$ cat src/rtl/acc_avg_buffer.sv
// rtl/acc_avg_buffer.sv - rounded, saturated average of accumulated sums, buffered in a small FIFO
module acc_avg_buffer #(
  parameter int IN_W  = 12,
  parameter int OUT_W = 8,
  parameter int SHIFT = 4,
  parameter int DEPTH = 4
) (
  input  logic                       i_clk,
  input  logic                       i_rst_n,
  input  logic                       i_valid,
  input  logic signed [IN_W-1:0]     i_acc,
  input  logic                       i_ready,
  input  logic                       i_clr_ovf,
  output logic signed [OUT_W-1:0]    o_data,
  output logic                       o_valid,
  output logic [$clog2(DEPTH):0]     o_count,
  output logic                       o_overflow
);

  localparam int AW = $clog2(DEPTH);
  localparam int CW = AW + 1;
  localparam int EW = IN_W + 1;
  localparam logic [CW-1:0]        FULL_CNT = CW'(DEPTH);
  localparam logic signed [EW-1:0] RND      = EW'(2 ** (SHIFT - 1));
  localparam logic signed [EW-1:0] MAX_V    = EW'(2 ** (OUT_W - 1) - 1);
  localparam logic signed [EW-1:0] MIN_V    = EW'(-(2 ** (OUT_W - 1)));

  logic signed [OUT_W-1:0] mem [DEPTH];
  logic [AW-1:0]           wr_ptr, rd_ptr;
  logic [CW-1:0]           count_q, count_d;
  logic                    valid_q;
  logic                    ovf_q;

  logic signed [EW-1:0]    ext, rnd, shr;
  logic signed [OUT_W-1:0] conv;
  logic                    full, push, pop, drop;

  // One guard bit keeps max-positive + rounding constant from wrapping negative.
  always_comb begin
    ext = {i_acc[IN_W-1], i_acc};
    rnd = ext + RND;
    shr = rnd >>> SHIFT;
    if (shr > MAX_V)
      conv = MAX_V[OUT_W-1:0];
    else if (shr < MIN_V)
      conv = MIN_V[OUT_W-1:0];
    else
      conv = shr[OUT_W-1:0];
  end

  always_comb begin
    full = (count_q == FULL_CNT);
    pop  = valid_q && i_ready;
    push = i_valid && (!full || pop);
    drop = i_valid && full && !pop;
  end

  always_comb begin
    count_d = count_q;
    case ({push, pop})
      2'b10:   count_d = count_q + CW'(1);
      2'b01:   count_d = count_q - CW'(1);
      default: count_d = count_q;
    endcase
  end

  always_ff @(posedge i_clk) begin
    if (push)
      mem[wr_ptr] <= conv;
  end

  always_ff @(posedge i_clk or negedge i_rst_n) begin
    if (!i_rst_n) begin
      wr_ptr  <= '0;
      rd_ptr  <= '0;
      count_q <= '0;
      valid_q <= 1'b0;
      ovf_q   <= 1'b0;
    end else begin
      if (push)
        wr_ptr <= wr_ptr + AW'(1);
      if (pop)
        rd_ptr <= rd_ptr + AW'(1);
      count_q <= count_d;
      valid_q <= (count_d != '0);
      // A drop on the same edge as a clear leaves the flag set.
      if (drop)
        ovf_q <= 1'b1;
      else if (i_clr_ovf)
        ovf_q <= 1'b0;
    end
  end

  // Gating by valid forces o_data to 0 during reset, when storage is undefined.
  assign o_data     = valid_q ? mem[rd_ptr] : '0;
  assign o_valid    = valid_q;
  assign o_count    = count_q;
  assign o_overflow = ovf_q;

endmodule

$ cat config.mk
export PLATFORM = sky130hd
export DESIGN_NAME = acc_avg_buffer
export DESIGN_NICKNAME = d
export VERILOG_FILES = /design/src/rtl/acc_avg_buffer.sv
export SDC_FILE = /design/constraint.sdc
export NUM_CORES = 1
export LEC_CHECK = 0
export CELL_PAD_IN_SITES_DETAIL_PLACEMENT = 0
export CELL_PAD_IN_SITES_GLOBAL_PLACEMENT = 1
export CORE_MARGIN = 2
export CORE_UTILIZATION = 44
export DETAILED_ROUTE_END_ITERATION = 10
export PLACE_DENSITY = 0.9
export SYNTH_ARGS = -nofsm -noshare
export SYNTH_HDL_FRONTEND = slang
export SYNTH_SLANG_ARGS = --single-unit
$ cat constraint.sdc
create_clock -name i_clk -period 2.35 [get_ports i_clk]
set_input_delay 0.5875 -clock i_clk [delete_from_list [all_inputs] [get_ports i_clk]]
set_output_delay 0.5875 -clock i_clk [all_outputs]
set_load 0.005 [all_outputs]
==> reports/results.ini, run 1 <==
[power_and_ir_drop]
comb_power_share = 0.411
p_int_uw = 1830
power_switching_uw = 768
switching_share = 0.295
p_leak_uw = 0.000931
peakVddDrop_mv = 0.528
power_density_nw_per_um2 = 1050
pwr-share-seq = 0.426
power_frac_clock = 0.163

[cells_and_area]
diodes = 0
instances_no_fill = 231
nNetsFinal = 202
nFillCells = 328
drive_above_1_share = 0.291
syn_to_final_growth_pct = 25.3
final_cell_area_um2 = 2480

[yosys]
synthArstFlopShare = 0.220
ys.flop_type = edfxtp_1
seq_area_frac_synth = 0.600
ys.warnings.count = 0
synth-seq-cells = 41
synth_cells = 133
syn-cell-area_um2 = 1980
synth_edf_count = 32
syn_avg_cell_area_um2 = 14.9
syn_nets = 157
synth.distinct_cells = 41

[route]
drc = 0
ant_nets = 0
num_vias = 1256
vias_per_cell = 5.44
firstDrtPassIters = 4
wl_per_cell_um = 16.4
drtIter0Drc = 70
wl_mm = 3.79

[clock_tree]
clkTransAtPathRegs_ns = 0.07
clk_latency_ns = 0.28
cts_buffer_depth = 2
h-tree-depth = 2
root_buffer = clkbuf_8
clock_sinks = 41
cts_tree = yes
cts_buffers = 5
holdBufCountCts = 0

[worst_setup_path]
end_kind = flip-flop
cp_max_fo = 2
crit_required_ns = 2.57
crit_type = in -> reg
startpoint = i_valid
cp.arrival_ns = 2.54
startpoint_type = input pin
reg2reg_from = o_count[1]

[floorplan]
ios = 30
die-area_um2 = 5050
die_y_um = 71.0
core_area_um2 = 4350
initial_core_util = 0.454
rows = 24
die-width_um = 71.0

[flow_run]
drv_cap = 0

[sta]
hold_viol_final = 0
slew_violations = 0
setup_violations = 0
fin_worst_skew_ns = 0.00620
fmax_mhz = 430
min_period_ns = 2.32
period_share = 0.989
worst_pin_slew_ns = 0.423
maxSlewHeadroom = 0.717
rsz0062_at_grt = false

[placement]
dpl.cell_count = 217
postPlaceCellArea_um2 = 2350
gp_congestion = 0.816
port_buffers = 26
dp_hpwl_mm = 2.75

[worst_hold_path]
holdCritPathClass = reg -> reg
hold_start = o_overflow

[global_routing]
grt-ovfl-total = 0
grt_pass1_vias = 1315
grt_max_degree = 13
antenna_found_initial = 0
grt_pass1_wl_mm = 6.28
grt_usage = 0.167

[run_status]
status = finished, final reports clean

==> synth_stat cells, drive strengths merged (2+ instances only) <==
cell	n	area share
and2	13	0.044
a21oi	4	0.010
o21ai	2	0.0051
edfxtp	32	0.49
nor3	3	0.0076
and3	2	0.0063
nand3	4	0.010
o211ai	3	0.011
clkbuf	2	0.0044
ha	6	0.038
nand4	3	0.0095
dfrtp	9	0.11
a31oi	2	0.0063
xnor2	3	0.013
inv	8	0.015
a21boi	2	0.0095
buf	3	0.013
xor2	2	0.0089
nand2	5	0.0095
mux4	8	0.091
==> what timing repair did <==
item / in CTS / in global routing
resized for setup: 22 / 12
endpoints found under the setup margin: 10 / 7
buffers inserted: 6 / 0
pin swaps: 5 / 6
==> logic make-up after synthesis <==
group                      synth area share
DFF                                   0.600
buffers and inverters                0.0329
adders and majority gates            0.0481
AOI/OAI and AO/OA                    0.0804
muxes                                 0.104
xor gates and xnor gates             0.0222
and+or+nand+nor                       0.113
==> cell type report <==
class / count / area (um^2) / share of cell area
Sequential cell: 41 / 1190 / 0.480
Multi-Input combinational cell: 79 / 748 / 0.302
Timing Repair Buffer: 43 / 365 / 0.148
Clock buffer: 7 / 76.3 / 0.0308
Tap cell: 52 / 65.1 / 0.0263
Inverter: 8 / 30.0 / 0.0121
Clock inverter: 1 / 3.75 / 0.00152
==> power groups by stage <==
stage	sequential (uW)	clock (uW)	combinational, uW
finish	1110	424	1070
global placement	1100	0	996
CTS	1110	428	1090
detailed placement	1120	0	1040
floorplan	1070	0	612
global route	1120	469	1170
==> worst paths after layout <==
check,endpoint,slack [ns],depth (start not counted)
max,o_valid,0.03,9
min,o_overflow,0.51,1
max reg2reg,o_valid,0.12,9
min reg2reg,o_overflow,0.51,1
max in group asynchronous,rd_ptr[1],1.43,1
min in group asynchronous,rd_ptr[0],0.60,1
==> sequential cells by signal, indices dropped and copies added, names as in the netlist <==
name        flops
mem            32
o_count         3
o_overflow      1
o_valid         1
rd_ptr          2
wr_ptr          2
==> critical path, cell delays in order <==
cell	delay, ns
clkdlybuf4s50_1	0.44
a21boi_2	0.18
inv_1	0.08
ha_2	0.19
inv_2	0.04
fa_2	0.39
xor2_2	0.19
or3_4	0.33
nand4bb_1	0.10
==> placed cells by master (no fill, tap or decap), types with 2 or more instances in the layout <==
master and count:
nor3_1 3, xnor2_1 3, clkdlybuf4s50_1 17, mux4_2 8
clkbuf_1 2, dfrtp_1 8, and2_2 5, a21oi_1 4
nand3_1 4, clkbuf_2 5, ha_1 5, nand4_1 3
and2_4 2, nand2_1 5, and3_1 2, edfxtp_1 32
clkbuf_8 5, a31oi_1 2, and2_1 6, inv_1 7
o211ai_1 3, buf_4 14, dlygate4sd2_1 3, buf_6 3
==> metrics by stage <==
step                hold WS (ns)  TNS, ns  utilization  power [uW]  setup WS, ns
CTS                        0.510        0        0.572        2620      0.000625
global route               0.535        0        0.569        2770       0.00110
global placement           0.475   -0.620        0.540        2090        -0.328
detailed placement         0.495   -0.874        0.540        2160        -0.427
floorplan                  0.292        0            -        1680         0.110
finish                     0.506        0        0.569        2600        0.0255
==> routing by layer <==
layer | track usage | part of all wire
met5 | 0 | 0
met4 | 0.0440 | 0.0058
met3 | 0.0627 | 0.043
met2 | 0.288 | 0.54
met1 | 0.197 | 0.41
Note: power is estimated with default switching activity, not from simulation.
==> run 2, diff against run 1 <==
- CORE_UTILIZATION: 44 -> 46
- CTS_BUF_LIST: default -> sky130_fd_sc_hd__clkbuf_8
- GPL_TIMING_DRIVEN: default -> 0
- PLACE_DENSITY: 0.9 -> 0.93
==> reports/results.ini, run 2 (same netlist as run 1, synthesis figures left out) <==
[global_routing]
grt_use_met1 = 0.184
grt-ovfl-total = 0
grtUsageMet2 = 0.300
top_usage_layer = met2
grt_pass1_wl_mm = 6.04
grt_pass1_vias = 1275
grt_usage = 0.170
antenna_found_initial = 0
met3_usage = 0.0349
grt_max_degree = 13

[sta]
worst_pin_slew_ns = 0.411
fmax_mhz = 437
maxSlewHeadroom = 0.725
fin_worst_skew_ns = 0.00325
period_share = 0.975
setup_violations = 0
rsz0062_at_grt = false
min_period_ns = 2.29
slew_violations = 0
finalSetupTns_ns = 0
layout_setup_ws_ns = 0.0597
hold_viol_final = 0

[clock_tree]
h-tree-depth = 2
cts_tree = yes
root_buffer = clkbuf_8
clock_sinks = 41
cts_buffers = 5
clk_latency_ns = 0.29
clkTransAtPathRegs_ns = 0.07
cts_buffer_depth = 2

[cells_and_area]
diodes = 0
largest_register_ff_count = 32
syn_to_final_growth_pct = 24.6
final_common_cell = edfxtp_1
largest-register = mem
final_cell_mix = edfxtp_1, clkdlybuf4s50_1, inv_1, mux4_2, dfrtp_1
nNetsFinal = 196
finish.utilization = 0.607
drive_above_1_share = 0.266

[worst_hold_path]
holdCritPathClass = reg -> reg

[worst_setup_path]
end_kind = output pin
cp_max_fo = 3
crit_required_ns = 1.76
slowest_stage = mux4_2
crit_type = reg -> out
path_cells = buf_8 > buf_12 > mux4_2 > and2_4 > buf_2
startpoint_type = flip-flop
cp_top_family = multiplexers
cp.arrival_ns = 1.70
crit_buf_inv = 3
max_stage_delay_ns = 0.48

[placement]
gp_congestion = 0.898
dp_slack_ns = -0.584
dp_hpwl_mm = 2.63
port_buffers = 25

[floorplan]
die_y_um = 69.6
rows = 23
core_area_um2 = 4060
die-area_um2 = 4840
initial_core_util = 0.487
die-width_um = 69.6
ios = 30

[route]
wl_mm = 3.77
num_vias = 1246
ant_nets = 0
wl_per_cell_um = 16.9
firstDrtPassIters = 4
drc = 0
drtIter0Drc = 48
vias_per_cell = 5.59

[power_and_ir_drop]
power_density_nw_per_um2 = 1080
p_int_uw = 1870
p_leak_uw = 0.000916
power_frac_clock = 0.160
power_uw = 2660
switching_share = 0.298
peakVddDrop_mv = 0.371
power_switching_uw = 795
comb_power_share = 0.427
pwr-share-seq = 0.413

[run_status]
status = finished, final reports clean

[flow_run]
drv_cap = 0

==> run 2: cell count changes in the layout (fill, tap and decap cells not counted), sizes merged <==
cell,previous run,this run
buf,18,12
clkdlybuf4s15,0,3
dlygate4sd2,3,1
clkbuf,12,10
clkdlybuf4s50,17,16
clkinv,1,3
==> run 2: power by group through the flow <==
stage          Combinational, uW  Clock (uW)  Sequential, uW
6_report                    1140         425            1100
3_5_place_dp                1030           0            1100
5_1_grt                     1250         455            1120
3_3_place_gp                 984           0            1070
2_1_floorplan                612           0            1070
4_1_cts                     1140         431            1100
==> run 2: final timing paths <==
kind	start	slack (ns)	endpoint	cells past startpoint
worst max register to register	o_valid	0.14	o_valid	9
worst min-delay path	o_overflow	0.49	o_overflow	1
min in group asynchronous	i_rst_n	0.59	rd_ptr[1]	1
worst min register to register	o_overflow	0.49	o_overflow	1
worst max-delay path	rd_ptr[0]	0.06	o_data[6]	5
max in group asynchronous	i_rst_n	1.45	rd_ptr[0]	1
==> run 2: layout make-up <==
| type | count | area, um^2 |
|---|---|---|
| Fill cell | 305 | 1590 |
| Sequential cell | 41 | 1190 |
| Multi-Input combinational cell | 79 | 748 |
| Timing Repair Buffer | 32 | 314 |
| Clock buffer | 5 | 68.8 |
| Tap cell | 50 | 62.6 |
| Buffer | 5 | 38.8 |
| Inverter | 8 | 30.0 |
| Clock inverter | 3 | 12.5 |
==> run 2: metrics by stage <==
step | cell area (um^2) | cells | hold slack (ns)
after detailed placement | 2290 | 208 | 0.479
after CTS | 2460 | 223 | 0.495
after global routing | 2460 | 223 | 0.514
after global placement | 2290 | 208 | 0.472
final | 2460 | 223 | 0.494
after floorplan | 1980 | 133 | 0.292
==> run 2: layer usage <==
layer | up-vias | routed length (um)
li1 | 592 | -
met1 | 606 | 1460
met2 | 38 | 1990
met3 | 10 | 200
met4 | 0 | 110
met5 | - | 0
==> run 2: repair_timing <==
item,CTS,global route
gates cloned,1,0
endpoints found under the setup margin,10,8
pin swaps,2,1
hold buffers,0,0
buffers inserted,6,0
gates resized for setup,30,10
